### src/rtl/axil_bram_pkg.sv
// AXI4-Lite to BRAM bridge: shared types and constants.
// FSM state enum, AXI response codes, default widths.
`timescale 1ns/1ps
package axil_bram_pkg;
    localparam int ADDR_W_DEF  = 16;
    localparam int BRAM_AW_DEF = 13;
    localparam int DATA_W      = 64;
    localparam int STRB_W      = DATA_W / 8;

    localparam logic [1:0] RESP_OKAY   = 2'b00;
    localparam logic [1:0] RESP_SLVERR = 2'b10;

    typedef enum logic [2:0] {
        IDLE,
        WRITE,
        RD_WAIT,
        RD_RESP,
        WR_RESP
    } state_t;
endpackage

### src/rtl/axil_bram_bridge.sv
// AXI4-Lite slave bridging single-beat accesses onto a 64-bit BRAM port.
// Ports: clock/resetn (async low), AXI-Lite AW/W/B/AR/R, bram_* storage port.
// Build option: AXIL_BRAM_WPROT_EN makes the memory write-protected
// (every write answered SLVERR, BRAM never written).
`timescale 1ns/1ps
module axil_bram_bridge
    import axil_bram_pkg::*;
#(
    parameter int ADDR_W  = ADDR_W_DEF,
    parameter int BRAM_AW = BRAM_AW_DEF
) (
    input  logic               clock,
    input  logic               resetn,

    input  logic               s_awvalid,
    output logic               s_awready,
    input  logic [ADDR_W-1:0]  s_awaddr,

    input  logic               s_wvalid,
    output logic               s_wready,
    input  logic [DATA_W-1:0]  s_wdata,
    input  logic [STRB_W-1:0]  s_wstrb,

    output logic               s_bvalid,
    input  logic               s_bready,
    output logic [1:0]         s_bresp,

    input  logic               s_arvalid,
    output logic               s_arready,
    input  logic [ADDR_W-1:0]  s_araddr,

    output logic               s_rvalid,
    input  logic               s_rready,
    output logic [DATA_W-1:0]  s_rdata,
    output logic [1:0]         s_rresp,

    output logic               bram_en,
    output logic [BRAM_AW-1:0] bram_addr,
    output logic [DATA_W-1:0]  bram_wdata,
    output logic [STRB_W-1:0]  bram_we,
    input  logic [DATA_W-1:0]  bram_rdata
);

`ifdef AXIL_BRAM_WPROT_EN
    localparam state_t     WR_ENTRY = WR_RESP;
    localparam logic [1:0] WR_CODE  = RESP_SLVERR;
`else
    localparam state_t     WR_ENTRY = WRITE;
    localparam logic [1:0] WR_CODE  = RESP_OKAY;
`endif

    state_t              state, state_nx;
    logic [BRAM_AW-1:0]  addr_q;
    logic [DATA_W-1:0]   wdata_q;
    logic [STRB_W-1:0]   wstrb_q;
    logic [DATA_W-1:0]   rd_hold;
    logic                rd_first;
    logic [1:0]          bresp_q;
    logic                ar_hs;
    logic                wr_hs;
    logic                unused_addr;

    // Byte offset within the 64-bit word carries no information here.
    assign unused_addr = ^{s_awaddr[2:0], s_araddr[2:0]};

    always_comb begin
        state_nx  = state;
        s_arready = 1'b0;
        s_awready = 1'b0;
        s_wready  = 1'b0;
        s_bvalid  = 1'b0;
        s_rvalid  = 1'b0;
        bram_en   = 1'b0;
        bram_we   = '0;
        ar_hs     = 1'b0;
        wr_hs     = 1'b0;
        unique case (state)
            IDLE: begin
                // Ready outputs stay low while reset is held.
                s_arready = resetn;
                ar_hs     = resetn && s_arvalid;
                // Read has priority; write waits with its data intact.
                wr_hs     = resetn && s_awvalid && s_wvalid && !s_arvalid;
                s_awready = wr_hs;
                s_wready  = wr_hs;
                if (ar_hs)
                    state_nx = RD_WAIT;
                else if (wr_hs)
                    state_nx = WR_ENTRY;
            end
            WRITE: begin
                bram_en  = 1'b1;
`ifdef AXIL_BRAM_WPROT_EN
                bram_we  = '0;
`else
                bram_we  = wstrb_q;
`endif
                state_nx = WR_RESP;
            end
            RD_WAIT: begin
                bram_en  = 1'b1;
                state_nx = RD_RESP;
            end
            RD_RESP: begin
                s_rvalid = 1'b1;
                if (s_rready)
                    state_nx = IDLE;
            end
            WR_RESP: begin
                s_bvalid = 1'b1;
                if (s_bready)
                    state_nx = IDLE;
            end
            default: state_nx = IDLE;
        endcase
    end

    always_ff @(posedge clock or negedge resetn) begin
        if (!resetn) begin
            state    <= IDLE;
            addr_q   <= '0;
            wdata_q  <= '0;
            wstrb_q  <= '0;
            rd_hold  <= '0;
            rd_first <= 1'b0;
            bresp_q  <= RESP_OKAY;
        end else begin
            state    <= state_nx;
            rd_first <= (state == RD_WAIT);
            if (ar_hs) begin
                addr_q  <= s_araddr[BRAM_AW+2:3];
            end else if (wr_hs) begin
                addr_q  <= s_awaddr[BRAM_AW+2:3];
                wdata_q <= s_wdata;
                wstrb_q <= s_wstrb;
                bresp_q <= WR_CODE;
            end
            if (rd_first)
                rd_hold <= bram_rdata;
        end
    end

    // First RD_RESP cycle forwards the BRAM output directly while the
    // holding register loads; afterwards the held copy keeps rdata stable.
    assign s_rdata    = rd_first ? bram_rdata : rd_hold;
    assign s_rresp    = RESP_OKAY;
    assign s_bresp    = s_bvalid ? bresp_q : RESP_OKAY;
    assign bram_addr  = addr_q;
    assign bram_wdata = wdata_q;

endmodule

### config.mk
export PLATFORM = sky130hd
export DESIGN_NAME = axil_bram_bridge
export DESIGN_NICKNAME = d
export VERILOG_FILES = /design/src/rtl/axil_bram_pkg.sv /design/src/rtl/axil_bram_bridge.sv
export SDC_FILE = /design/constraint.sdc
export NUM_CORES = 1
export LEC_CHECK = 0
export CAP_MARGIN = 20
export CORE_AREA = 2 2 130 132
export DETAILED_ROUTE_END_ITERATION = 16
export DIE_AREA = 0 0 132 134
export MAX_ROUTING_LAYER = met4
export PLACE_DENSITY = 0.8
export SLEW_MARGIN = 10
export SYNTH_ARGS = -nofsm -noshare
export SYNTH_HDL_FRONTEND = slang
export SYNTH_SLANG_ARGS = --single-unit
### constraint.sdc
create_clock -name clock -period 2.3 [get_ports clock]
set_clock_uncertainty 0.2 [all_clocks]
set_input_delay 0.345 -clock clock [delete_from_list [all_inputs] [get_ports clock]]
set_output_delay 0.345 -clock clock [all_outputs]
set_load 0.02 [all_outputs]
# --- Word level (Yosys, flattened, before mapping) ---
# Cells that the tools add are included.
# Widths: inputs -> output; s select.
op_classes:
  eq_ne: 7
  n_reduce_logical: 10
  mux: 15
  bitwise_logic: 1
op_table:
  columns: ["cell", "n"]
  rows:
  - ["$mux 64", 1]
  - ["$mux 13", 2]
  - ["$pmux 3 s5", 1]
  - ["$mux 3", 4]
  - ["$mux 8", 1]
  - ["$eq 3x2->1 const B", 2]
  - ["$mux 1", 6]
  - ["$logic_and 1x1->1", 4]
  - ["$ne 2x2->1 const B", 2]
  - ["$eq 3x1->1 const B", 1]
  - ["$eq 3x3->1 const B", 1]
  - ["$logic_not 3->1", 1]
  - ["$ne 3x3->1 const B", 1]
  - ["$reduce_and 3->1", 1]
  - ["$reduce_and 2->1", 1]
  - ["$reduce_bool 2->1", 1]
  - ["$reduce_or 2->1", 1]
  - ["$logic_not 1->1", 1]
  - ["$not 1->1", 1]
word_totals:
  regBits: 153
  input_bits: 175

# --- Longest topological paths before layout ---
# Gate-level depths: netlist of the first run.
depth:
  word_depth: 6
  ltp_mapped: 6
  mapped_depth_nobuf: 3

# --- Least setup slack after synthesis of the first run ---
# Ideal clock, no wire load.
synth_path:
  path_kind: "input to output"
  start: "input port s_arvalid"
  end: "output port s_wready"
  arrival_time_ps: 1397
  path_stages: 6
  path_slack_ps: 358
  path_buffers: 4
  required_ps: 1755
  path_cell_list: "buf_2 > nand4b_1 > nor4_1 > buf_4 > buf_6 > buf_4"
synth_between:
  elab_chain_len: 3
synth_lines:
  columns: ["element", "line_no", "text"]
  rows:
  - ["start: declaration", "axil_bram_bridge.sv:28", "input logic s_arvalid,"]
  - ["$logic_not 1->1", "axil_bram_bridge.sv:83", "wr_hs = resetn && s_awvalid && s_wvalid && !s_arvalid;"]
  - ["$logic_and 1x1->1", "axil_bram_bridge.sv:83", null]
  - ["$mux 1", null, null]
  - ["end: declaration", "axil_bram_bridge.sv:20", "output logic s_wready,"]
# No other way between the ends.

# --- Worst setup path in the final report of the first run ---
layout_path:
  start: "register rd_first"
  end: "output port s_rdata[32]"
layout_between:
  elab_chain_len: 1
layout_lines:
  columns: ["element", "line_no", "text"]
  rows:
  - ["start: declaration", "axil_bram_bridge.sv:57", "logic rd_first;"]
  - ["start signal: assignment", "axil_bram_bridge.sv:129", "rd_first <= (state == RD_WAIT);"]
  - ["$mux 64", null, null]
  - ["end: declaration", "axil_bram_bridge.sv:34", "output logic [DATA_W-1:0] s_rdata,"]
# No other way between the ends.

==> results of run 1 <==
==> flip-flops by register name, summed over array words and instances, names as in the netlist <==
signal / cells
bram_wdata: 64
rd_hold: 64
bram_addr: 13
wstrb_q: 8
state: 3
rd_first: 1
==> cell type report <==
| cell class | count | area share |
|---|---|---|
| clock buffers | 18 | 0.0430 |
| flip-flops and latches | 153 | 0.375 |
| inverters | 14 | 0.00515 |
| repair buffers | 354 | 0.324 |
| clock inverters | 12 | 0.0170 |
| multi-input cells | 219 | 0.208 |
| well taps | 220 | 0.0270 |
==> worst max-delay path, stage by stage, from the launching register on <==
cell and delay (ns):
dfrtp_2 0.44, buf_12 0.16, buf_12 0.13, buf_4 0.13
mux2_4 0.30, buf_6 0.13
==> cell families after synthesis <==
kind of cell | Yosys count | synth area share
mux | 138 | 0.250
compound gates | 37 | 0.0445
other cells | 1 | 0.000604
simple gates | 40 | 0.0431
buf+inv | 44 | 0.0453
flops | 153 | 0.617
==> through the flow <==
step | setup TNS [ns] | hold WS, ns | power (mW) | cells | area (µm²)
after floorplan | 0 | -0.151 | 8.31 | 416 | 6220
after global placement | -9.98 | 0.260 | 11.9 | 951 | 9750
after detailed placement | -12.68 | 0.273 | 12.2 | 951 | 9750
after CTS | -0.357 | 0.152 | 14.8 | 986 | 10300
after global routing | 0 | 0.189 | 15.3 | 990 | 10200
final | 0 | 0.154 | 14.6 | 990 | 10200
==> cell usage after synthesis, drive strengths merged <==
library cell,instances,area [µm²]
nand2,2,10.0
o221a,11,124
nor3b,3,22.5
nor2,1,3.75
dfrtp,153,3830
a31oi,11,68.8
a221oi,1,8.76
conb,1,3.75
nand2b,1,6.26
clkbuf,4,15.0
nor4b,1,23.8
nand3,6,30.0
and2,9,56.3
nor3,1,5.00
buf,26,214
nor4,1,6.26
inv,14,52.6
or2,12,75.1
mux2,136,1530
nand4b,1,8.76
a21o,1,7.51
a21oi,12,60.1
and4b,2,20.0
mux2i,2,20.0
o21a,1,7.51
==> worst max-delay path by stage <==
stage,startpoint,end,slack (ns)
global placement,s_wvalid,s_wready,-0.30
CTS,rd_first,s_rdata[53],-0.11
detailed placement,s_arvalid,s_wready,-0.33
finish,rd_first,s_rdata[32],0.05
floorplan,s_arvalid,s_wready,0.36
global route,state[1],bram_we[0],0.002
==> layout by cell type (no fill, tap or decap), types with 2 or more instances in the layout <==
cell type	count
a21oi_1	12
a31oi_1	11
and2_1	9
and4b_1	2
buf_12	7
buf_2	47
buf_4	21
buf_6	6
bufinv_16	4
clkbuf_16	19
clkbuf_2	8
clkdlybuf4s15_1	2
clkdlybuf4s15_2	4
clkdlybuf4s50_1	244
clkinv_2	4
clkinv_4	2
conb_1	4
dfrtp_1	150
dfrtp_2	3
dlygate4sd2_1	12
inv_1	14
mux2_1	69
mux2_2	66
mux2i_1	2
nand3_1	6
nor3b_1	3
o221a_1	10
or2_1	5
or2_2	7
==> per-layer routing <==
metal | up-vias | wire length [µm] | GRT usage
met2 | 223 | 9690 | 0.369
met3 | 34 | 1220 | 0.0608
met4 | 0 | 427 | 0.0779
met1 | 2347 | 7010 | 0.231
met5 | - | 0 | -
li1 | 2137 | - | -
==> power groups by stage <==
| stage | Sequential, mW | Combinational, mW | Clock, mW |
|---|---|---|---|
| 6_report | 4.62 | 7.05 | 2.91 |
| 5_1_grt | 4.77 | 7.42 | 3.08 |
| 4_1_cts | 4.63 | 7.15 | 2.98 |
| 3_5_place_dp | 4.65 | 7.53 | 0 |
| 3_3_place_gp | 4.57 | 7.35 | 0 |
| 2_1_floorplan | 5.32 | 2.98 | 0 |
==> timing repair <==
item                       4_1_cts  5_1_grt
resized for setup              242       34
buffers inserted                 3        3
gates cloned                     1        2
setup endpoints to repair       78      106
hold endpoints to repair        60        0
hold buffers                     1        0
pin swaps                        0        0
==> out/metrics.yaml, run 1 <==
drtIter0Drc: 172
die-area_um2: 17700
utilization: 0.627
postRouteAntennaNets: 0
drv_cap: 0
clockPowerShare: 0.200
p_switching_mw: 5.29
seq_area_frac_synth: 0.617
outcome: "finished clean"
io_buffers: 323
grt_pass1_wl_mm: 28.2
synth_cells: 413
drt-pass1-iter-count: 4
wire_per_inst_um: 18.5
antenna_found_initial: 0
syn_area_um2: 6210
gp_congestion: 0.794
critical_path.reg2reg.startpoint: "state[0]"
cp-end-kind: "output port"
ys_warn_count: 0
die_y_um: 134
cp.required_ns: 1.75
cp_max_fo: 7
cts.sinks: 153
core_area_um2: 16300
grt_pass1_vias: 5160
r2r-end: "bram_addr[12]"
area_growth_syn_to_layout_pct: 64.5
rrSetupSlack_ns: 0.26
die_w_um: 132
clk_latency_ns: 0.41
initial_core_util: 0.381
drive_gt1_frac: 0.269
p_seq_frac: 0.317
p_int_mw: 9.30
clk_pin_slew_ns: 0.06
rsz0062_at_grt: "no"
pwr-share-comb: 0.483
multiInputGateArea_um2: 2130
htree_levels: 4
rows: 47
max-vdd-ir-drop_mv: 0.640
register_area_um2: 3830
fillers: 1257
min_from: "resetn"
synth_area_per_cell_um2: 15.0
cts_tree: "yes"
tritoncts.num_buffers: 17
yosysUniqueCellTypes: 31
slew_violations: 0
fin_nets: 934
dr_total_vias: 4741
clk_path_buf_depth: 2
ys_ff_latch: 153
grt_overflow_total: 0
hold_depth: 3
dp_hpwl_mm: 13.5
powerDensity_nw_per_um2: 1430
hold_end: "state[0]"
min_period_ns: 2.25
pin_count: 334
p_leak_nw: 4.54
hold_viol: 0
hold_path_class: "primary input to register"
track_usage: 0.212
fin_crit_sh: 0.979
fin_ws_ns: 0.0486
grt_max_degree: 67
arrival_ns: 1.71
pre_cts_slack_ns: -0.331
relSlewSlack: 0.594
clockRootBuffer: "clkbuf_16"
drc: 0
r2r_cells: 5
startpoint_type: "register"
p_sw_frac: 0.363
routed_wirelength_mm: 18.4
diodes: 0
viasPerCell: 4.79
max_slew.worst_pin.slew_ns: 0.609
finalSetupViolCount: 0
criticalPathCategory: "register to output port"
fmax_mhz: 444
No activity file was read; power rests on OpenSTA's default activity.
==> run 2: changes to the inputs <==
--- a/config.mk
+++ b/config.mk
@@ -6,9 +6,11 @@
 export NUM_CORES = 1
 export LEC_CHECK = 0
 export CAP_MARGIN = 20
-export CORE_AREA = 2 2 130 132
+export CELL_PAD_IN_SITES_DETAIL_PLACEMENT = 0
+export CELL_PAD_IN_SITES_GLOBAL_PLACEMENT = 2
+export CORE_UTILIZATION = 24
 export DETAILED_ROUTE_END_ITERATION = 16
-export DIE_AREA = 0 0 132 134
+export GPL_ROUTABILITY_DRIVEN = 0
 export MAX_ROUTING_LAYER = met4
 export PLACE_DENSITY = 0.8
 export SLEW_MARGIN = 10
==> out/metrics.yaml, run 2 (synthesis gave the netlist of run 1 again) <==
p_leak_nw: 4.84
io_buffers: 323
clockRootBuffer: "clkbuf_16"
routed_wirelength_mm: 19.1
crit_top_cell: "buf_6"
grt_overflow_total: 0
drive_gt1_frac: 0.309
outcome: "finished with violations"
slowest_delay_ns: 0.47
mostFrequentLayoutCell: "clkdlybuf4s50_1"
cp-end-kind: "output port"
grt_max_degree: 155
drtIter0Drc: 145
postRouteAntennaNets: 0
max-vdd-ir-drop_mv: 0.653
die_w_um: 163
track_usage: 0.145
cts.sinks: 153
critPathTopFamily: "buffers and inverters"
die-area_um2: 26500
viasPerCell: 4.20
gr-usage-met2: 0.247
dp_hpwl_mm: 13.1
drt-pass1-iter-count: 4
finalSetupViolCount: 6
fin_ws_ns: -0.00583
criticalPathCategory: "register to output port"
arrival_ns: 1.76
pin_count: 334
holdWs_ns: 0.125
htree_levels: 4
relSlewSlack: 0.297
fmax_mhz: 434
cp.required_ns: 1.75
rsz0062_at_grt: "yes"
hold_path_class: "primary input to register"
clk_path_buf_depth: 2
violations: "setup timing"
cp_max_fo: 6
clk_pin_slew_ns: 0.07
slew_violations: 0
clk_latency_ns: 0.42
grt_busiest_layer: "met2"
met3_usage: 0.0364
cp_num_buf_inv: 4
tritoncts.num_buffers: 17
rows: 58
dr_total_vias: 4771
final_cell_mix: "clkdlybuf4s50_1, dfrtp_1, mux2_1"
wire_per_inst_um: 16.9
hold_viol: 0
drv_cap: 0
diodes: 0
antenna_found_initial: 0
met1_usage: 0.167
fin_crit_sh: 1.00
initial_core_util: 0.246
min_period_ns: 2.31
fillers: 2351
cts_tree: "yes"
slowest_stage: "dfrtp_2"
grt_pass1_vias: 5116
startpoint_type: "register"
core_area_um2: 25300
fin_nets: 968
die_y_um: 163
utilization: 0.431
grt_pass1_wl_mm: 28.5
drc: 0
area_growth_syn_to_layout_pct: 75.2
powerDensity_nw_per_um2: 1420
max_slew.worst_pin.slew_ns: 1.05
worstPathCellList: "buf_6, buf_12, buf_4, mux2_4, buf_6"
==> run 2: cell types whose count changed in the layout (fill, tap and decap cells not counted), sizes merged <==
cell / delta
dlygate4sd2: -11
clkbuf: +2
clkinvlp: +1
inv: +4
buf: +40
clkinv: -1
bufinv: -3
clkdlybuf4s15: +4
==> run 2: cell type report <==
class | count | area (µm²) | share of cell area
sequential | 153 | 3830 | 0.352
tap | 330 | 413 | 0.0380
inverter | 14 | 52.6 | 0.00483
clock inverter | 13 | 135 | 0.0124
timing repair buffer | 388 | 3760 | 0.346
clock buffer | 19 | 453 | 0.0416
multi-input combinational | 219 | 2230 | 0.205
==> run 2: worst min-delay path, stage by stage <==
cell      delay (ns)
buf_6           0.10
nand4b_1        0.16
a221oi_1        0.11
==> run 2: through the flow <==
step	setup WS, ns	cells	total power, mW	TNS [ns]	cell area, µm²
6_report	-0.00583	1136	15.4	-0.0222	10900
2_1_floorplan	0.358	416	8.31	0	6220
4_1_cts	-0.141	1125	15.3	-2.37	10700
3_5_place_dp	-0.376	1062	12.0	-14.15	9860
3_3_place_gp	-0.334	1062	12.0	-11.33	9860
5_1_grt	-0.0812	1136	16.3	-1.79	10900
==> run 2: repair_timing <==
item | CTS | global route
hold buffers | 1 | 0
endpoints found under the setup margin | 78 | 65
setup buffers | 28 | 12
resized for setup | 337 | 62
hold endpoints to repair | 153 | 0
gates cloned | 2 | 1
==> run 2: report_power, final <==
group	leakage, nW	switching [mW]	internal, mW
Combinational	2.69	3.77	4.26
Sequential	1.86	0.552	4.03
Clock	0.283	1.23	1.58
==> run 2: final timing paths <==
path                            startpoint              to  slack [ns]  cells after the start
worst min register to register  wstrb_q[6]      wstrb_q[6]        0.28                      1
worst max register to register    state[1]  bram_wdata[63]        0.12                      7
max in group asynchronous           resetn     rd_hold[58]        0.63                      3
worst max-delay path              rd_first     s_rdata[27]      -0.006                      5
min in group asynchronous           resetn    bram_addr[8]        0.35                      3
worst min-delay path                resetn        state[0]        0.12                      3
==> run 2: per-layer routing <==
layer	vias to the layer above	share of wire
met2	163	0.52
met1	2382	0.41
met3	15	0.055
met5	-	0
met4	0	0.013
li1	2211	-
